## src/rtl/alu_shift_sequencer_pkg.sv

```systemverilog
// alu_shift_sequencer_pkg: shared op codes, FSM states and datapath constants for the iterative shifter
package alu_shift_sequencer_pkg;
    localparam int WIDTH = 32;
    localparam int SHAMT_W = 5;
    localparam int DEF_STEP_MAX = 7;
    typedef enum logic [1:0] {OP_SLL = 2'b00, OP_SRL = 2'b01, OP_SRA = 2'b10, OP_ROR = 2'b11} op_t;
    typedef enum logic [1:0] {S_IDLE, S_SHIFT, S_DONE} state_t;
endpackage

```

## src/rtl/alu_shift_sequencer_step_select.sv

```systemverilog
// shift_step_select: one step of the iterative shifter, picking among 8 shifted copies of value
module shift_step_select
    import alu_shift_sequencer_pkg::*;
(
    input  op_t              op,
    input  logic [WIDTH-1:0] value,
    input  logic [2:0]       select,
    output logic [WIDTH-1:0] shifted
);
    logic [WIDTH-1:0] cand [8];
    for (genvar k = 0; k < 8; k++) begin : g_cand
        localparam int L = (WIDTH - k) % WIDTH;
        assign cand[k] = op == OP_SLL ? value << k :
                         op == OP_SRL ? value >> k :
                         op == OP_SRA ? $unsigned($signed(value) >>> k) :
                                        (value >> k) | (value << L);
    end
    assign shifted = cand[select];
endmodule

```

## src/rtl/alu_shift_sequencer.sv

```systemverilog
// alu_shift_sequencer: start/busy/done controller applying up to STEP_MAX bits of shift per cycle
module alu_shift_sequencer
    import alu_shift_sequencer_pkg::*;
#(
    parameter int STEP_MAX = DEF_STEP_MAX
) (
    input  logic               clock,
    input  logic               reset_n,
    input  logic               start,
    input  logic [1:0]         op,
    input  logic [WIDTH-1:0]   operand,
    input  logic [SHAMT_W-1:0] shamt,
    output logic               busy,
    output logic               done,
    output logic [WIDTH-1:0]   result,
    output logic [2:0]         step_sel
);
    state_t             state;
    op_t                op_r;
    logic [WIDTH-1:0]   acc;
    logic [WIDTH-1:0]   next_acc;
    logic [SHAMT_W-1:0] rem;
    logic [SHAMT_W-1:0] rem_next;
    logic [2:0]         step;
    always_comb begin
        step = state == S_SHIFT ? (rem > SHAMT_W'(STEP_MAX) ? 3'(STEP_MAX) : rem[2:0]) : 3'd0;
        rem_next = rem - SHAMT_W'(step);
    end
    shift_step_select u_step (
        .op      (op_r),
        .value   (acc),
        .select  (step),
        .shifted (next_acc)
    );
    assign busy = state != S_IDLE;
    assign done = state == S_DONE;
    assign step_sel = step;
    // result is loaded on the transition into DONE so it is valid alongside done
    always_ff @(posedge clock) begin
        if (!reset_n) begin
            state  <= S_IDLE;
            op_r   <= OP_SLL;
            acc    <= '0;
            rem    <= '0;
            result <= '0;
        end else begin
            case (state)
                S_IDLE: if (start) begin
                    acc  <= operand;
                    rem  <= shamt;
                    op_r <= op_t'(op);
                    if (shamt == '0) begin
                        state  <= S_DONE;
                        result <= operand;
                    end else begin
                        state <= S_SHIFT;
                    end
                end
                S_SHIFT: begin
                    acc <= next_acc;
                    rem <= rem_next;
                    if (rem_next == '0) begin
                        state  <= S_DONE;
                        result <= next_acc;
                    end
                end
                default: state <= S_IDLE;
            endcase
        end
    end
endmodule

```

## config.mk

```make
export PLATFORM = sky130hd
export DESIGN_NAME = alu_shift_sequencer
export DESIGN_NICKNAME = d
export VERILOG_FILES = /design/src/rtl/alu_shift_sequencer_pkg.sv /design/src/rtl/alu_shift_sequencer_step_select.sv /design/src/rtl/alu_shift_sequencer.sv
export SDC_FILE = /design/constraint.sdc
export NUM_CORES = 1
export LEC_CHECK = 0
export ABC_AREA = 1
export CORE_MARGIN = 2
export CORE_UTILIZATION = 58
export CTS_CLUSTER_SIZE = 14
export DETAILED_ROUTE_END_ITERATION = 7
export GPL_TIMING_DRIVEN = 0
export PLACE_DENSITY = 0.82
export SLEW_MARGIN = 20
export SYNTH_ARGS = -nofsm -noshare
export SYNTH_HDL_FRONTEND = slang
export SYNTH_SLANG_ARGS = --single-unit
```

## constraint.sdc

```tcl
create_clock -name clock -period 3.2 [get_ports clock]
set_clock_uncertainty 0.1 [all_clocks]
set_input_delay 0.64 -clock clock [delete_from_list [all_inputs] [get_ports clock]]
set_output_delay 0.64 -clock clock [all_outputs]
set_load 0.01 [all_outputs]
```

Word level (Yosys, flattened, before mapping)
Cells that the tools add are included.

Equal/unequal tests: 7. Muxes and demuxes: 41. Bitwise operators: 9. Order comparisons: 2. Reduce and logical (&&, ||, !) cells: 10. $add $sub $neg: 1.

Operators with widths (count): 32-bit 2-to-1 mux (30); 32-bit one-hot mux with 2 select lines (2); 32-bit binary-select mux with 3-bit select (1); 25-bit by 32-bit bitwise OR with 32-bit output (1); 26-bit by 32-bit bitwise OR with 32-bit output (1); 27-bit by 32-bit bitwise OR with 32-bit output (1); 28-bit by 32-bit bitwise OR with 32-bit output (1); 29-bit by 32-bit bitwise OR with 32-bit output (1); 30-bit by 32-bit bitwise OR with 32-bit output (1); 31-bit by 32-bit bitwise OR with 32-bit output (1); 32-bit bitwise OR (1); 5-bit logical NOT (2); 5-bit one-hot mux with 2 select lines (1); 2-bit 2-to-1 mux (3); 3-bit 2-to-1 mux (2); 2-bit AND reduction (3); 5-bit by 3-bit > comparator with 1-bit output (second input constant) (1); 5-bit 2-to-1 mux (1); 5-bit by 3-bit subtractor with 5-bit output (1); 2-bit by 1-bit equality test with 1-bit output (second input constant) (2); 2-bit equality test (second input constant) (2); 4-bit >= comparator (second input constant) (1); 2-bit logical NOT (2); 2-bit != test (second input constant) (2); other kinds (5) (6).

Input port bits: 42. Word-level logic and storage cells: 75. Output and inout bits: 37. Register bits: 73.

Longest topological paths before layout
Depth after elaboration: 9. Gate-level depth with buffers: 18. Mapped depth without buffers: 16.

Hierarchy
A second synthesis with hierarchy kept.

Cells, all modules: 1119. Area, all modules: 6372.4 um^2.

Modules (own cells, without submodules): alu_shift_sequencer (instances 1, area an instance 3269.4 um^2, sequential area each 1461.4 um^2, cells an instance 420); shift_step_select (instances 1, area an instance 3103.0 um^2, sequential area each 0.0 um^2, cells an instance 699).

Least setup slack after synthesis
OpenSTA, ideal clock, no wires.

Kind: register to register. From: register rem[3]. To: register result[0]. Slack: 0.465 ns. Data required time: 2.983 ns. Path buffers: 3. Cell stages (with the launch flop): 15. Arrival: 2.518 ns. Clock period less this slack: 2.735 ns. Library setup time: 0.117 ns. Cells stage by stage: dfxtp_1 > nor2_4 > a21oi_2 > buf_4 > buf_4 > ha_1 > fa_1 > o21ai_0 > xor2_1 > nand2_1 > nand3b_4 > inv_2 > buf_4 > o21ai_0 > nor2_1.

Longest elaborated chain between the ends: 9. Elaborated cells on any way between the ends: 13. Those cells by class: add/sub (1); order compare (1); eq/ne (1); mux (7); bitwise (1); reduce/logical (2).

Ends and longest elaborated chain: start: declaration (line alu_shift_sequencer.sv:22) `logic [SHAMT_W-1:0] rem;`; start signal: assignment (line alu_shift_sequencer.sv:50) `rem <= shamt;`; start signal: assignment (line alu_shift_sequencer.sv:61) `rem <= rem_next;`; 5-bit by 3-bit > comparator with 1-bit output (*) (line alu_shift_sequencer.sv:26) `step = state == S_SHIFT ? (rem > SHAMT_W'(STEP_MAX) ? 3'(STEP_MAX) : rem[2:0]) : 3'd0;`; 3-bit 2-to-1 mux (*) (2 in series) (line alu_shift_sequencer.sv:26); named net step_sel[0] (line alu_shift_sequencer.sv:16) `output logic [2:0] step_sel`; branches (longest 6 deep; another with 5-bit by 3-bit subtractor with 5-bit output); end signal: assignment (line alu_shift_sequencer.sv:54) `result <= operand;`; end signal: assignment (line alu_shift_sequencer.sv:64) `result <= next_acc;`; end: declaration (line alu_shift_sequencer.sv:15) `output logic [WIDTH-1:0] result,`.

Mark *: on every way through the listed nets, which the timed path passes. The select of a mux whose other input is x is not followed. A chain may end at the register's enable or synchronous reset.

Worst setup path after layout
From: register state[1]. To: register result[25].

Longest elaborated chain between the ends: 8. Elaborated cells on any way between the ends: 16. Those cells by class: add/sub (1); eq/ne (4); mux (6); bitwise (1); reduce/logical (4).

Ends and longest elaborated chain: start: declaration (line alu_shift_sequencer.sv:18) `state_t state;`; start signal: assignment (line alu_shift_sequencer.sv:41) `state <= S_IDLE;`; start signal: assignment (line alu_shift_sequencer.sv:53) `state <= S_DONE;`; start signal: assignment (line alu_shift_sequencer.sv:56) `state <= S_SHIFT;`; branches (longest 8 deep; another with 5-bit by 3-bit subtractor with 5-bit output).

Several ways; the timed one is not identified. The select of a mux whose other input is x is not followed.

==> results.yml <==
logic_synthesis:
  synth.top_cell.area_share_pct: 25.72
  synthTopCellsByArea: "nand2_1 26%, dfxtp_1 22%, nand3_1 18%, o21ai_0 5.7%, nor2_1 5.6%"
  netlist-cell-type-count: 36
  synth_largest_area_cell: "nand2_1"
  synth_warnings: 0
  syn_avg_cell_area_sq_um: 5.453
  syn_nets: 1280
  syn_area_sq_um: 6729
  netlist_instances: 1234
  ys_ff_latch: 73
  yosysSeqAreaShare_pct: 21.72
flow_run:
  maxCapViolCount: 0
global_route:
  grt_max_degree: 21
  grt_remaining_overflow: 0
  antenna_found_initial: 1
  grt_pass1_vias: 9296
  grtUsageTotal_pct: 52.08
  grt_pass1_wl_um: 50940
sta:
  finalHoldViolCount: 0
  fmax_mhz: 314.1
  slew_viol_final: 0
  worst_slack_ps: 15.84
  finalCriticalPeriod_ps: 3184
  hold_ws_ps: 417.0
  finalCritPeriodShare_pct: 99.50
  tns_ps: 0
  max_slew.worst_pin.slew_ps: 861.3
  max_slew_margin_pct: 42.58
  setup_viol_count_final: 0
routing:
  wl_per_cell_um: 23.13
  route.detailed.drc: 1
  avgViaCountPerCell: 6.700
  drt_first_pass_iters: 8
  vias: 9856
  wirelength_um: 34020
  drtAntennaViolNets: 0
  drtIter0Drc: 2139
floorplan:
  dieWidth_um: 111.7
  ioPinCount: 79
  die_area_sq_um: 12480
  initial_core_util_pct: 59.18
  die_y_um: 111.7
  rows: 39
  placeableCoreArea_sq_um: 11370
setup_path:
  worstPathRequired_ps: 3320
  r2r_setup_slack_ps: 20
  crit_type: "flop to flop"
  r2r_cells: 16
  reg2reg_to: "result[25]"
  r2r_start: "state[1]"
  worstSetupEndpointType: "flop"
  crit_fanout: 11
  start_kind: "flop"
  arrival_ps: 3300
clock_network:
  cts_buffers: 9
  htree_levels: 3
  cts_num_sinks: 73
  cts_tree: "built"
  path_clk_slew_ps: 60
  hold_buffers: 0
  cts_max_path_buffers: 2
  clock_latency_ps: 340
  cts_root_buffer: "clkbuf_16"
placed_design:
  gp_congestion: 1.113
  port-buffer-count: 78
  dp_slack_ps: 18.45
  hpwl_um: 22940
  place_area_sq_um: 7689
cells_and_area:
  drive_gt1_share_pct: 8.584
  fillers: 980
  postLayoutCellArea_sq_um: 8065
  area_growth_pct: 19.86
  diodes: 0
  nNetsFinal: 1369
power_and_ir_drop:
  power_mw: 10.99
  p_per_area_nw_per_um2: 1362
  ir_drop_uv: 1061
  p_leak_nw: 4.200
min_path:
  min_to: "result[13]"
  hold_depth: 2
  holdCritStartpoint: "result[13]"
  worstHoldPathType: "flop to flop"
outcome:
  failed_checks: "design-rule violations"
  outcome: "complete, but fails checks"
## cells in the mapped netlist
cell type and count:
ha_1 3, a221oi_1 1, nand3b_4 1, buf_1 5
nand2_4 4, nor2_4 2, a31o_2 1, inv_4 1
o21ai_1 17, nor2_1 100, inv_1 76, o21a_1 5
nor2_8 1, xor2_1 1, o21ai_0 77, nand3_1 243
fa_1 1, dfxtp_1 73, o22ai_1 1, a21oi_1 43
nand2_2 2, clkbuf_1 17, nand2_1 461, or2_2 10
inv_2 6, a21oi_2 1, xnor2_1 1, nor2_2 4
a211oi_1 4, nand4_1 10, nand3b_1 2, o211ai_1 1
buf_4 20, buf_2 30, nor3_1 1, buf_6 8
## stage by stage
stage	instances	utilization, %
after floorplan	1234	-
after global placement	1455	67.62
after detailed placement	1455	67.62
after CTS	1472	70.72
after global routing	1471	70.94
final	1471	70.94
## flip-flops by register name, summed over array words and instances, names as in the netlist
register / cells
state: 2
op_r: 2
result: 32
rem: 5
acc: 32
## cells in the final DEF (no fill, tap or decap), types with 5 or more instances in the layout
cell type        instances
buf_4                   22
buf_2                   27
o21ai_1                 21
a21oi_1                 42
buf_6                    9
nand4_1                 10
dfxtp_1                 71
nand3_1                243
nor2_1                 100
clkbuf_16                9
buf_1                    5
o21ai_0                 73
inv_1                   76
nand2_1                459
nand2_4                  5
o21a_1                   5
clkdlybuf4s50_1         78
clkbuf_1                18
or2_2                   10
inv_2                    5
## worst max path at each step
stage / startpoint / endpoint / slack (ps) / depth (start not counted)
2_1_floorplan: rem[3] / result[0] / 460 / 14
5_1_grt: state[1] / result[28] / -60 / 17
3_5_place_dp: rem[3] / result[31] / 20 / 14
6_report: state[1] / result[25] / 20 / 16
3_3_place_gp: rem[3] / result[28] / 160 / 15
4_1_cts: state[1] / result[19] / 8 / 16
## cell type report
cell class | count | area (sq um) | share of cell area, %
plain buffers | 78 | 469.2 | 5.818
repair buffers | 80 | 795.8 | 9.867
well taps | 143 | 178.9 | 2.218
flip-flops and latches | 73 | 1464 | 18.15
clock buffers | 11 | 242.7 | 3.010
clock inverters | 5 | 78.83 | 0.9773
multi-input cells | 998 | 4519 | 56.03
inverters | 83 | 316.6 | 3.925
## kinds of logic after synthesis
family | synth area share [%]
AO/OA/AOI/OAI | 11.79
XOR/XNOR | 0.2604
adder cells (fa/ha/maj) | 0.8554
buffers and inverters | 11.70
flip-flops | 21.72
AND/OR/NAND/NOR | 53.68
## worst max-delay path, cell delays in order, from the launching register on
cell	delay [ps]
dfxtp_1	300
inv_1	160
nand2_4	130
a21oi_4	170
buf_6	180
buf_4	230
ha_1	220
fa_2	460
nand2_1	90
nor2_1	50
nand3_1	100
nand2_2	110
nand3b_4	170
inv_2	80
buf_4	180
o21ai_1	210
nor2_1	100
## routing by layer
metal	global-route usage, %	vias to the layer above	part of all wire [%]
li1	-	4178	-
met1	64.46	4328	34
met2	77.33	1068	41
met3	18.35	282	17
met4	32.35	0	7.3
met5	0	-	0
## power by group
part	leakage, nW	internal [mW]	switching [mW]
clock network	0.159	0.703	0.394
logic	3.44	2.58	5.43
registers	0.603	1.35	0.534
total	4.20	4.63	6.35
## repair_timing
action	CTS	global route
endpoints found under the setup margin	12	32
resized for setup	7	12
pin swaps	2	0
buffers inserted	2	0
Note: power is estimated with default switching activity, not from simulation.
